==> config.mk <==
export PLATFORM = sky130hd
export DESIGN_NAME = zxuno_regport_master
export DESIGN_NICKNAME = d
export VERILOG_FILES = /design/src/rtl/zxuno_regport_master.sv
export SDC_FILE = /design/constraint.sdc
export NUM_CORES = 1
export LEC_CHECK = 0
export CORE_AREA = 2 2 70 45
export DETAILED_ROUTE_END_ITERATION = 16
export DIE_AREA = 0 0 72 47
export PLACE_DENSITY = 0.82
export SYNTH_ARGS = -nofsm -noshare
export SYNTH_HDL_FRONTEND = slang
export SYNTH_SLANG_ARGS = --single-unit
==> constraint.sdc <==
create_clock -name clk -period 3.5 [get_ports clk]
set_input_delay 0.525 -clock clk [delete_from_list [all_inputs] [get_ports clk]]
set_output_delay 0.525 -clock clk [all_outputs]
set_load 0.02 [all_outputs]
==> src/rtl/zxuno_regport_master.sv <==
// Initiator side of the ZXUNO internal register bus.
// Decodes Z80 I/O cycles on the register-select and register-data ports,
// holds the selected register number, strobes peripherals on data writes,
// and returns the OR-collected peripheral read data to the CPU.
module zxuno_regport_master #(
  parameter logic [15:0] ADDR_PORT  = 16'hFC3B,
  parameter logic [15:0] DATA_PORT  = 16'hFD3B,
  parameter logic [7:0]  ADDR_RESET = 8'h00,
  parameter logic [7:0]  IDLE_DATA  = 8'hFF
) (
  input  logic        clk,
  input  logic        poweron_rst_n,
  input  logic [15:0] a,
  input  logic        iorq_n,
  input  logic        rd_n,
  input  logic        wr_n,
  input  logic [7:0]  cpu_din,
  output logic [7:0]  cpu_dout,
  output logic        cpu_oe,
  output logic [7:0]  zxuno_addr,
  output logic        zxuno_regrd,
  output logic        zxuno_regwr,
  output logic        zxuno_regrd_end,
  output logic [7:0]  zxuno_wdata,
  input  logic [7:0]  per_din,
  input  logic        per_oe
);

  logic acc_rd;
  logic acc_wr;
  logic rd_ok;
  logic sel_a;
  logic sel_d;
  logic wr_a;
  logic wr_d;
  logic rd_a;
  logic rd_d;

  // History of the previous cycle's accesses, used for edge detection so a
  // long CPU strobe produces a single latch/strobe.
  logic wr_a_q;
  logic wr_d_q;
  logic rd_d_q;

  assign acc_rd = ~iorq_n & ~rd_n;
  assign acc_wr = ~iorq_n & ~wr_n;
  // A write takes priority when both strobes are low, so the read is suppressed.
  assign rd_ok  = acc_rd & ~acc_wr;
  assign sel_a  = (a == ADDR_PORT);
  assign sel_d  = (a == DATA_PORT);
  assign wr_a   = acc_wr & sel_a;
  assign wr_d   = acc_wr & sel_d;
  assign rd_a   = rd_ok & sel_a;
  assign rd_d   = rd_ok & sel_d;

  // Peripherals see the read level in the same cycle so they can drive oe.
  assign zxuno_regrd = rd_d;

  // Register-select latch, write strobe, read-end pulse and access history.
  always_ff @(posedge clk or negedge poweron_rst_n) begin
    if (!poweron_rst_n) begin
      zxuno_addr      <= ADDR_RESET;
      zxuno_wdata     <= 8'h00;
      zxuno_regwr     <= 1'b0;
      zxuno_regrd_end <= 1'b0;
      // Pretend an access was already in progress so a cycle spanning reset
      // release is not mistaken for a fresh one.
      wr_a_q          <= 1'b1;
      wr_d_q          <= 1'b1;
      rd_d_q          <= 1'b1;
    end else begin
      wr_a_q          <= wr_a;
      wr_d_q          <= wr_d;
      rd_d_q          <= rd_d;
      zxuno_regwr     <= wr_d & ~wr_d_q;
      zxuno_regrd_end <= rd_d_q & ~rd_d;
      if (wr_a && !wr_a_q) begin
        zxuno_addr <= cpu_din;
      end
      if (wr_d && !wr_d_q) begin
        zxuno_wdata <= cpu_din;
      end
    end
  end

  // CPU read-back mux: register number, peripheral data, or bus released.
  always_comb begin
    cpu_oe   = 1'b0;
    cpu_dout = 8'hFF;
    if (rd_a) begin
      cpu_oe   = 1'b1;
      cpu_dout = zxuno_addr;
    end else if (rd_d) begin
      cpu_oe   = 1'b1;
      cpu_dout = per_oe ? per_din : IDLE_DATA;
    end
  end

endmodule

==> results of run 1 <==
==> kinds of logic (layout without fill, tap and decap cells) <==
family / after synthesis / in the layout / share of synthesized area [%]
AOI/OAI and AO/OA: 9 / 9 / 5.77
buffers and inverters: 3 / 71 / 1.41
DFF: 21 / 21 / 54.2
muxes: 16 / 16 / 18.5
and+or+nand+nor: 24 / 24 / 20.1
==> state kept, by name, indices dropped and copies added (netlist names) <==
name             cells
wr_d_q               1
wr_a_q               1
zxuno_regwr          1
zxuno_wdata          8
rd_d_q               1
zxuno_addr           8
zxuno_regrd_end      1
==> worst max path at each step <==
stage	from	to	slack, ns	depth (start not counted)
3_5_place_dp	a[7]	cpu_oe	0.20	6
6_report	a[7]	cpu_oe	0.21	6
2_1_floorplan	a[7]	cpu_dout[0]	1.26	5
4_1_cts	a[7]	cpu_oe	0.20	6
5_1_grt	a[7]	cpu_dout[2]	0.01	7
3_3_place_gp	a[7]	cpu_dout[1]	0.27	7
==> layer usage <==
| layer | share of wire (%) | vias up | track usage (%) |
|---|---|---|---|
| met5 | 0 | - | 0 |
| met4 | 1.4 | 0 | 6.79 |
| met3 | 9.3 | 5 | 7.30 |
| met2 | 47 | 31 | 27.6 |
| met1 | 42 | 418 | 19.8 |
| li1 | - | 410 | - |
==> cell usage in the layout (no fill, tap or decap), types with 3 or more instances in the layout <==
master	netlist	routed
clkbuf_8	0	3
nand2_1	9	9
dfrtp_1	18	18
mux2_2	16	16
clkdlybuf4s50_1	0	65
o22ai_1	7	7
dfstp_2	3	3
==> area by class of cell <==
type	instances	area (um2)
clock buffer	4	45.0
sequential	21	529
fill	206	1040
multi-input combinational	49	433
timing repair buffer	67	666
tap	34	42.5
==> per-stage QoR <==
step	area [um2]	power (mW)	hold WS [ns]
3_5_place_dp	1670	0.311	0.500
4_1_cts	1720	0.469	0.512
3_3_place_gp	1670	0.310	0.490
6_report	1720	0.466	0.510
5_1_grt	1720	0.483	0.529
2_1_floorplan	976	0.260	0.229
==> power breakdown <==
part	switching, mW	internal (mW)	leakage (nW)
Combinational	0.0206	0.0424	0.415
Clock	0.0790	0.0812	0.0228
Sequential	0.0000237	0.243	0.283
==> impl_metrics.toml, run 1 <==
[synth]
seq_area_frac_synth_pct = 54.2
netlist_area_um2 = 976
yosysMostFrequentCell = "dfrtp_1"
yosysWarnings = 0
syn-num-nets = 111
synthCells = 73
synth_edf_count = 0
postSynthAreaPerCell_um2 = 13.4
synthArstFlopShare_pct = 100
ys.flop_type = "dfrtp_1"
synth_common_cells = "18 x dfrtp_1, 16 x mux2_2, 9 x nand2_1"
synth_top_area_cell = "dfrtp_1"
ys_top_cells_by_area = "dfrtp_1 46%, mux2_2 18%, dfstp_2 8.1%"
synth_top_area_share_pct = 46.2
synth_cell_type_count = 21
synth-seq-cells = 21

[clock_network]
clock_latency_ns = 0.26
ctsResizeCount = 0
clockRootBuffer = "clkbuf_8"
clock_path_buffers = 2
cts_tree = "yes"
numCtsBuffers = 3
h-tree-depth = 1
cts_hold_buf = 0
post-cts-setup-buffer-count = 0
cts.sinks = 21
clk_pin_slew_ns = 0.08

[die]
placementRows = 15
die_area_um2 = 3380
die_x_um = 72
start_util_pct = 35.4
die_y_um = 47
core_area_um2 = 2760
ios = 66

[critical_path]
path_cells = "clkdlybuf4s50_1 -> nor4b_4 -> nand4_1 -> nor3b_1 -> buf_4 -> clkdlybuf4s50_1"
r2r_slack_ns = 2.02
path_buf_inv = 3
cp_top_family = "buffers and inverters"
endpoint_kind = "primary output"
slowest_stage = "clkdlybuf4s50_1"
rr_worst_depth = 3
worstSetupPathType = "input port to primary output"
reg2reg_from = "wr_d_q"
crit_top_cell = "clkdlybuf4s50_1"
required_ns = 2.97
critPathMaxFanout = 9
startpoint_type = "input port"
arrival_ns = 2.77
reg2reg_to = "zxuno_wdata[7]"
cpPeakStageDelay_ns = 0.63

[cells_and_area]
finish.utilization_pct = 62.2
layout.nets = 180
instances_no_fill = 175
drive_gt1_share_pct = 19.9
area_growth_pct = 75.8
antenna_cells = 0

[pwr]
leakage_nw = 0.720
pwr_density_cell_nw_per_um2 = 272
peakVddDrop_uv = 273

[detailed_routing]
vias = 864
drt_iter0_markers = 23
wl_per_cell_um = 15.1
antenna_left = 0
via_per_inst = 4.94
dr.pass1.iters = 4
finalWirelength_mm = 2.64
drc = 0

[worst_hold_path]
min_to = "zxuno_regrd_end"
min_from = "rd_d_q"
min_path_type = "register to register"
min_delay_path_depth = 1

[timing]
min_period_ns = 3.29
slew_headroom_pct = 39.4
slew_viol_final = 0
setup_ws_ns = 0.207
hold_violations = 0
fin_skew_ns = 0.00318
rsz0062_at_grt = "no"
fin_crit_sh_pct = 94.1
setup_tns_ns = 0
worstMarginPinSlew_ns = 0.907
fmax_mhz = 304
setup_viol = 0

[placed_design]
globalplace.congestion = 0.763
port-buffer-count = 65
dpl_worst_slack_ns = 0.203
place_hpwl_mm = 2.09
dp_cells = 171

[global_route]
antenna_found_initial = 0
grt_max_degree = 22
overflow = 0
track_usage_pct = 16.7
grt_pass1_vias = 891
grt_first_pass_wirelength_mm = 4.09

[run_status]
status = "finished clean"

[flow_run]
maxCapViolations = 0
(Power assumes the default switching activity.)
==> inputs of run 2 (changes only) <==
Settings changed: GPL_TIMING_DRIVEN from default to 0.
==> run 2 against run 1 <==
  * First-iteration DRC count decreased by 65%
  * Maximum frequency about the same
  * Combinational power fell by 0.8%
  * Setup slack got worse by 0.0031 ns
  * Total power decreased by 1.1%
  * Sequential cell count unchanged
  * Utilization decreased by 0.41 points
  * Sequential power hardly changed
  * Count of clock-buffer cells in the layout is the same
  * Clock skew is 0.0017 ns higher
  * Final cell count is the same
  * Largest cell class unchanged
==> impl_metrics.toml, run 2 (synthesis results as in run 1) <==
[clock_network]
clock_latency_ns = 0.25
clockRootBuffer = "clkbuf_8"
h-tree-depth = 1
clk_pin_slew_ns = 0.08
ctsResizeCount = 0
cts.sinks = 21
cts_tree = "yes"
numCtsBuffers = 3
clock_path_buffers = 2
post-cts-setup-buffer-count = 0
cts_hold_buf = 0

[critical_path]
critPathMaxFanout = 10
worstSetupPathType = "input port to primary output"
arrival_ns = 2.77
crit_top_cell = "clkdlybuf4s50_1"
r2r_slack_ns = 2.01
startpoint_type = "input port"
cpPeakStageDelay_ns = 0.65
path_cells = "clkdlybuf4s50_1 -> nor4b_4 -> nand4_1 -> nor3b_1 -> buf_2 -> clkdlybuf4s50_1"
slowest_stage = "clkdlybuf4s50_1"
endpoint_kind = "primary output"
required_ns = 2.97

[cells_and_area]
drive_gt1_share_pct = 19.9
instances_no_fill = 175
design_area_um2 = 1700
layout.nets = 180
final_cell_mix = "64 x clkdlybuf4s50_1, 18 x dfrtp_1, 16 x mux2_2, 9 x nand2_1, 7 x o22ai_1"
area_growth_pct = 74.6
largest_registers = "zxuno_addr (8), zxuno_wdata (8)"
final_common_cell = "clkdlybuf4s50_1"
antenna_cells = 0

[detailed_routing]
drt_iter0_markers = 8
drc = 0
via_per_inst = 5.08
finalWirelength_mm = 2.74
antenna_left = 0
vias = 889
wl_per_cell_um = 15.6
dr.pass1.iters = 2

[worst_hold_path]
min_path_type = "register to register"

[die]
ios = 66
die_y_um = 47
core_area_um2 = 2760
die_x_um = 72
placementRows = 15
start_util_pct = 35.4
die_area_um2 = 3380

[pwr]
power.total_uw = 461
switching_share_pct = 20.8
pwr_density_cell_nw_per_um2 = 271
p_int_uw = 365
leakage_nw = 0.717
p_seq_share_pct = 52.6
p_sw_uw = 96.0
pwr-share-comb_pct = 13.6
clkPwrFrac_pct = 33.8
peakVddDrop_uv = 160

[timing]
min_period_ns = 3.30
setup_tns_ns = 0
rsz0062_at_grt = "no"
hold_violations = 0
slew_headroom_pct = 36.4
fin_crit_sh_pct = 94.2
fin_skew_ns = 0.00486
setup_ws_ns = 0.204
worstMarginPinSlew_ns = 0.950
slew_viol_final = 0
setup_viol = 0
fmax_mhz = 303

[placed_design]
dpl_worst_slack_ns = 0.211
globalplace.congestion = 0.659
post_dp_cell_area_um2 = 1660
dp_cells = 171
place_hpwl_mm = 2.23
port-buffer-count = 64

[run_status]
status = "finished clean"

[global_route]
antenna_found_initial = 0
grt_first_pass_wirelength_mm = 4.25
overflow = 0
grt_pass1_vias = 915
grt_max_degree = 22
track_usage_pct = 17.6

[flow_run]
maxCapViolations = 0
[run 2: cell count changes in the layout (fill, tap and decap cells not counted), sizes merged]
cell	previous run	this run
clkbuf	4	5
clkdlybuf4s50	65	64
[run 2: layout make-up]
class,instances,area [um2]
clock buffer,4,45.0
timing repair buffer,64,641
sequential,21,529
fill,221,1050
multi-input combinational,49,433
buffer,3,13.8
tap,34,42.5
[run 2: worst paths after layout]
path | depth (start not counted) | from | to
min in group asynchronous | 1 | poweron_rst_n | zxuno_addr[2]
setup reg to reg | 2 | wr_a_q | zxuno_addr[0]
setup / recovery | 6 | a[7] | cpu_oe
hold reg to reg | 1 | rd_d_q | zxuno_regrd_end
hold / removal | 1 | rd_d_q | zxuno_regrd_end
max in group asynchronous | 1 | poweron_rst_n | zxuno_addr[1]
[run 2: routing by layer]
layer  part of all wire [%]  vias to the layer above  global-route usage (%)
met1                     40                      444                    19.3
li1                       -                      411                       -
met4                   0.51                        0                    3.40
met2                     51                       32                    33.0
met5                      0                        -                       0
met3                    8.3                        2                    7.73
[run 2: worst max-delay path, delay by kind of cell]
family | cells | cell delay (ns)
buffers and inverters | 3 | 1.38
AND/OR/NAND/NOR | 3 | 0.87
[run 2: power groups by stage]
stage	combinational (mW)	clock (mW)	sequential, mW
6_report	0.0625	0.156	0.243
3_5_place_dp	0.0629	0	0.247
2_1_floorplan	0.0124	0	0.247
3_3_place_gp	0.0611	0	0.247
5_1_grt	0.0669	0.176	0.243
4_1_cts	0.0631	0.160	0.243
[run 2: metrics by stage]
step	utilization, %	hold WS (ns)
6_report	61.8	0.510
5_1_grt	61.8	0.536
4_1_cts	61.8	0.512
3_5_place_dp	60.1	0.502
3_3_place_gp	60.1	0.490
2_1_floorplan	-	0.229
